<file path="config.mk">
export PLATFORM = sky130hd
export DESIGN_NAME = iob_merge2
export DESIGN_NICKNAME = d
export VERILOG_FILES = /design/src/rtl/iob_merge_pkg.sv /design/src/rtl/iob_rr_arb2.sv /design/src/rtl/iob_merge2.sv
export SDC_FILE = /design/constraint.sdc
export NUM_CORES = 1
export LEC_CHECK = 0
export ABC_AREA = 1
export ABC_CLOCK_PERIOD_IN_PS = 1500
export CAP_MARGIN = 20
export CORE_AREA = 2 2 123 125
export CTS_CLUSTER_SIZE = 8
export DETAILED_ROUTE_END_ITERATION = 7
export DIE_AREA = 0 0 125 127
export PLACE_DENSITY = 0.52
export SETUP_SLACK_MARGIN = 0.4
export SLEW_MARGIN = 0
export SYNTH_ARGS = -nofsm -noshare
export SYNTH_HDL_FRONTEND = slang
export SYNTH_SLANG_ARGS = --single-unit
</file>
<file path="constraint.sdc">
create_clock -name clk_i -period 1.5 [get_ports clk_i]
set_input_delay 0.15 -clock clk_i [delete_from_list [all_inputs] [get_ports clk_i]]
set_output_delay 0.15 -clock clk_i [all_outputs]
set_load 0.03 [all_outputs]
</file>
<file path="src/rtl/iob_merge_pkg.sv">
// Shared definitions for the two-master IOb merge: FSM state encoding and
// master index constants used by the merge top and its round-robin arbiter.
package iob_merge_pkg;

   typedef enum logic [1:0] {
      ST_IDLE  = 2'd0,
      ST_LOCK  = 2'd1,
      ST_RWAIT = 2'd2
   } merge_state_e;

   localparam logic MST0 = 1'b0;
   localparam logic MST1 = 1'b1;

   // Reset value of the last-grant pointer: master 0 wins the first tie.
   localparam logic RST_LAST = MST1;

endpackage

</file>
<file path="src/rtl/iob_rr_arb2.sv">
// Two-way round-robin arbiter: combinational grant from the request pair,
// with a last-grant pointer register advanced whenever a grant is consumed.
module iob_rr_arb2
   import iob_merge_pkg::*;
(
   input  logic       clk_i,
   input  logic       arst_i,
   input  logic       cke_i,
   input  logic [1:0] req_i,
   input  logic       upd_i,
   input  logic       upd_idx_i,
   output logic       gnt_vld_o,
   output logic       gnt_idx_o,
   output logic       last_o
);

   logic last_q;
   logic last_d;

   always_comb begin
      gnt_vld_o = |req_i;
      gnt_idx_o = MST0;
      if (&req_i) begin
         gnt_idx_o = ~last_q;
      end else if (req_i[1]) begin
         gnt_idx_o = MST1;
      end
      last_d = upd_i ? upd_idx_i : last_q;
   end

   always_ff @(posedge clk_i or negedge arst_i) begin
      if (!arst_i) begin
         last_q <= RST_LAST;
      end else if (cke_i) begin
         last_q <= last_d;
      end
   end

   assign last_o = last_q;

endmodule

</file>
<file path="src/rtl/iob_merge2.sv">
// Merges a data-bus master (m0) and an instruction-bus master (m1) onto one
// IOb slave; requests and responses pass through combinationally.
module iob_merge2
   import iob_merge_pkg::*;
#(
   parameter int ADDR_W = 32,
   parameter int DATA_W = 32
) (
   input  logic                clk_i,
   input  logic                arst_i,
   input  logic                cke_i,

   input  logic                m0_avalid_i,
   input  logic [ADDR_W-1:0]   m0_addr_i,
   input  logic [DATA_W-1:0]   m0_wdata_i,
   input  logic [DATA_W/8-1:0] m0_wstrb_i,
   output logic [DATA_W-1:0]   m0_rdata_o,
   output logic                m0_rvalid_o,
   output logic                m0_ready_o,

   input  logic                m1_avalid_i,
   input  logic [ADDR_W-1:0]   m1_addr_i,
   input  logic [DATA_W-1:0]   m1_wdata_i,
   input  logic [DATA_W/8-1:0] m1_wstrb_i,
   output logic [DATA_W-1:0]   m1_rdata_o,
   output logic                m1_rvalid_o,
   output logic                m1_ready_o,

   output logic                s_avalid_o,
   output logic [ADDR_W-1:0]   s_addr_o,
   output logic [DATA_W-1:0]   s_wdata_o,
   output logic [DATA_W/8-1:0] s_wstrb_o,
   input  logic [DATA_W-1:0]   s_rdata_i,
   input  logic                s_rvalid_i,
   input  logic                s_ready_i,

   output logic [1:0]          dbg_state_o
);

   // Handshake: a request transfers on the cycle s_avalid_o & s_ready_i is
   // high; a granted master sees ready_o = s_ready_i, and must hold its
   // request until then. Reads get exactly one rvalid, writes none.

   merge_state_e state_q, state_d;
   logic         owner_q, owner_d;

   logic run;
   logic rsp_hit;
   logic arb_en;
   logic arb_vld;
   logic arb_idx;
   logic arb_last;
   logic gnt_vld;
   logic gnt_idx;
   logic accept;
   logic is_read;

   iob_rr_arb2 u_arb (
      .clk_i     (clk_i),
      .arst_i    (arst_i),
      .cke_i     (cke_i),
      .req_i     ({m1_avalid_i, m0_avalid_i}),
      .upd_i     (accept),
      .upd_idx_i (gnt_idx),
      .gnt_vld_o (arb_vld),
      .gnt_idx_o (arb_idx),
      .last_o    (arb_last)
   );

   // Grant selection: LOCK pins the owner; IDLE, and RWAIT in the cycle its
   // rvalid arrives, take a fresh round-robin grant so reads chain without
   // a bubble. Nothing is issued while in reset or clock-disabled.
   always_comb begin
      run     = arst_i & cke_i;
      rsp_hit = run && (state_q == ST_RWAIT) && s_rvalid_i;
      arb_en  = run && ((state_q == ST_IDLE) || rsp_hit);
      gnt_vld = 1'b0;
      gnt_idx = owner_q;
      if (run && (state_q == ST_LOCK)) begin
         gnt_vld = 1'b1;
      end else if (arb_en && arb_vld) begin
         gnt_vld = 1'b1;
         gnt_idx = arb_idx;
      end
   end

   always_comb begin
      s_avalid_o = 1'b0;
      s_addr_o   = '0;
      s_wdata_o  = '0;
      s_wstrb_o  = '0;
      if (gnt_vld) begin
         if (gnt_idx == MST1) begin
            s_avalid_o = m1_avalid_i;
            s_addr_o   = m1_addr_i;
            s_wdata_o  = m1_wdata_i;
            s_wstrb_o  = m1_wstrb_i;
         end else begin
            s_avalid_o = m0_avalid_i;
            s_addr_o   = m0_addr_i;
            s_wdata_o  = m0_wdata_i;
            s_wstrb_o  = m0_wstrb_i;
         end
      end
   end

   assign m0_ready_o  = gnt_vld && (gnt_idx == MST0) && s_ready_i;
   assign m1_ready_o  = gnt_vld && (gnt_idx == MST1) && s_ready_i;
   assign m0_rvalid_o = rsp_hit && (owner_q == MST0);
   assign m1_rvalid_o = rsp_hit && (owner_q == MST1);
   assign m0_rdata_o  = s_rdata_i;
   assign m1_rdata_o  = s_rdata_i;

   assign accept  = s_avalid_o & s_ready_i;
   assign is_read = ~|s_wstrb_o;

   always_comb begin
      state_d = state_q;
      owner_d = owner_q;
      case (state_q)
         ST_IDLE, ST_RWAIT: begin
            if (arb_en) begin
               state_d = ST_IDLE;
               if (gnt_vld) begin
                  owner_d = gnt_idx;
                  if (!accept) begin
                     state_d = ST_LOCK;
                  end else if (is_read) begin
                     state_d = ST_RWAIT;
                  end
               end
            end
         end
         ST_LOCK: begin
            if (accept) begin
               state_d = is_read ? ST_RWAIT : ST_IDLE;
            end
         end
         default: state_d = ST_IDLE;
      endcase
   end

   always_ff @(posedge clk_i or negedge arst_i) begin
      if (!arst_i) begin
         state_q <= ST_IDLE;
         owner_q <= MST0;
      end else if (cke_i) begin
         state_q <= state_d;
         owner_q <= owner_d;
      end
   end

   assign dbg_state_o = state_q;

   logic unused_last;
   assign unused_last = arb_last;

endmodule

</file>
==> flow_summary.toml <==
[worst_setup_path]
r2r_cells = 13
setup.worst_path.start_class = "flip-flop"
crit_type = "reg -> out"
regToRegStartpoint = "u_arb.last_o$_DFFE_PN1P_"
endpoint_kind = "primary output"
r2r_slack_ps = -350
cp.required_ps = 1350
slowest_delay_ps = 540
cp.arrival_ps = 1900
r2r-end = "dbg_state_o[1]$_DFFE_PN0P_"
cp_cell_sequence = "nand2_2, inv_2, nor2_4, o21ai_4, buf_6, buf_12, clkbuf_16, nand3_4, nand2_4, buf_6"
cp_common_cell = "buf_6"
cp_max_fo = 8
slowest_stage = "dfstp_2"

[floorplan]
dieArea_um2 = 15880
initial_core_util_pct = 13.00
die_h_um = 127
num_rows = 44
die_width_um = 125
coreArea_um2 = 14420
num_io_pins = 314

[logic_synthesis]
yosys.area.top_type = "nand2_1"
netlist_area_um2 = 1876
synthCells = 346
synth_nets = 521
yosysTopAreaCellShare_pct = 29.02
ys_types = 19
avgSynthCellArea_um2 = 5.421
yosysWarnings = 0
yosys_register_bits = 4
synth.yosys.seq_area_share_pct = 5.404
synthTopCellsByArea = "nand2_1 29%, buf_4 28%, nand3_1 21%"

[timing]
tightest_slew_ps = 209.5
setup_slack_ps = -548.4
clock_skew_ps = 3.437
setup-tns-final_ps = -36070
maxSlewViolCount = 0
period_share_pct = 136.6
rsz0062_at_grt = "true"
min_period_ps = 2048
slew_headroom_pct = 85.89
setup_viol = 74
clock.fmax_ghz = 0.4882
hold_viol = 0

[placed_design]
port_buffers = 217
dp_hpwl_um = 7316
gp_congestion = 0.8519
placedInstanceArea_um2 = 4327

[clock_network]
clock_latency_ps = 230
cts_buffers = 3
cts_tree = "yes"
cts-htree-levels = 1
clk_pin_slew_ps = 30
cts_sinks = 4
clockBufferDepth = 2
cts-root-buf = "clkbuf_16"

[route]
via_per_inst = 4.192
drc_errors = 0
antenna_left = 0
avgRoutedWirePerCell_um = 17.43
routed-via-count = 3073
drt_iter0_drc = 44
first_pass_iters = 4
drt-total-wl_um = 12780

[global_routing]
grt_pass1_wl_um = 16720
grt_pass1_vias = 3179
grt_max_degree = 28
grt_overflow = 0
grt.total_usage_pct = 13.17
antenna_found_initial = 0

[layout]
n_antenna_cell = 0
syn_to_final_growth_pct = 244.8
nNetsFinal = 725
fin_area_um2 = 6467
drive_above_1_share_pct = 65.03

[run_status]
outcome = "finished, violations left"
violations = "setup timing"

[hold_path]
hp-class = "in -> async"

[flow_run]
cap_violations = 0

[pwr]
vdd_drop_max_v = 0.0009204
powerDensity_nw_per_um2 = 1280
leakagePower_uw = 0.002712
-- critical path: cells and delay by family (launching register included) --
family / cells / cell delay (ps)
AND/OR/NAND/NOR: 4 / 250
flip-flops: 1 / 540
buffers and inverters: 5 / 670
AO/OA/AOI/OAI: 1 / 190
-- timing repair --
action / in CTS / in global routing
cloned: 13 / 9
resized for setup: 180 / 130
hold buffers: 1 / 0
hold endpoints to repair: 3 / 0
pin swaps: 4 / 34
buffers inserted: 14 / 8
endpoints found under the setup margin: 79 / 79
-- placed cells by master (no fill, tap or decap), types with 3 or more instances in the layout --
cell | synthesis | final
dlygate4sd2_1 | 0 | 4
clkdlybuf4s50_1 | 0 | 137
buf_12 | 0 | 14
nand3_2 | 0 | 31
inv_2 | 1 | 5
buf_8 | 0 | 3
buf_6 | 8 | 82
clkbuf_16 | 0 | 11
buf_16 | 0 | 13
nand3_1 | 80 | 6
nand2_1 | 145 | 30
nor2_4 | 1 | 5
nand2_4 | 0 | 96
nand2_2 | 2 | 21
buf_4 | 69 | 22
inv_1 | 11 | 7
nand3_4 | 1 | 44
-- logic make-up (layout without fill, tap and decap cells) --
group	count (synthesis)	after routing	synth area share (%)
flip-flops	4	4	5.404
AND/OR/NAND/NOR	240	240	55.50
buffers and inverters	98	301	37.22
AO/OA/AOI/OAI	4	4	1.868
-- layer usage --
metal | track usage, % | vias up | share of wire [%]
li1 | - | 1462 | -
met2 | 25.67 | 154 | 55
met5 | 0 | - | 0
met4 | 3.268 | 0 | 1.4
met1 | 14.21 | 1433 | 37
met3 | 3.224 | 24 | 6.5
-- sequential cells by signal, summed over array words and instances (netlist names) --
register,cells
u_arb.last_o,1
dbg_state_o,2
owner_q,1
-- layout make-up --
cell class | count | area, µm²
inverter | 12 | 45.04
tap | 184 | 230.2
fill | 1358 | 7956
timing repair buffer | 285 | 3401
clock buffer | 4 | 78.83
sequential | 4 | 103.9
multi-input combinational | 244 | 2609
-- through the flow --
stage                     instances  utilization, %  power [µW]  setup WS (ps)  hold WS [ps]
after floorplan                 346               -        3221         -150.5        -145.6
after global placement          684           30.00        4561         -605.9         300.3
after CTS                       716           38.18        6921         -550.0         136.4
after global routing            733           44.84        8678         -594.6         189.8
final                           733           44.84        8282         -548.4         158.5
after detailed placement        684           30.00        4596         -655.0         300.3
-- cells in the mapped netlist --
| master | count |
|---|---|
| nand3_1 | 80 |
| nand2_2 | 2 |
| nor2_1 | 7 |
| dfrtp_1 | 3 |
| buf_4 | 69 |
| inv_1 | 11 |
| o21ai_2 | 1 |
| nor2_4 | 1 |
| o21ai_0 | 2 |
| nand4_2 | 1 |
| inv_2 | 1 |
| buf_2 | 9 |
| nand3_4 | 1 |
| nor3_1 | 2 |
| o21ai_4 | 1 |
| dfstp_2 | 1 |
| buf_6 | 8 |
| nor2_2 | 1 |
| nand2_1 | 145 |
-- worst max path at each step --
| stage | startpoint | to | cells after the start |
|---|---|---|---|
| floorplan | dbg_state_o[0]$_DFFE_PN0P_ | s_addr_o[0] | 9 |
| global placement | cke_i | s_addr_o[16] | 11 |
| detailed placement | cke_i | s_addr_o[4] | 11 |
| CTS | dbg_state_o[0]$_DFFE_PN0P_ | s_wdata_o[1] | 9 |
| global route | u_arb.last_o$_DFFE_PN1P_ | s_addr_o[15] | 10 |
| finish | u_arb.last_o$_DFFE_PN1P_ | s_addr_o[15] | 10 |
-- report_power, final --
part	internal (µW)	total (µW)	switching [µW]
Clock	352	442	89.2
Sequential	173	227	53.7
Combinational	3680	7610	3930
Total	4200	8280	4080
Note: power is estimated with default switching activity, not from simulation.
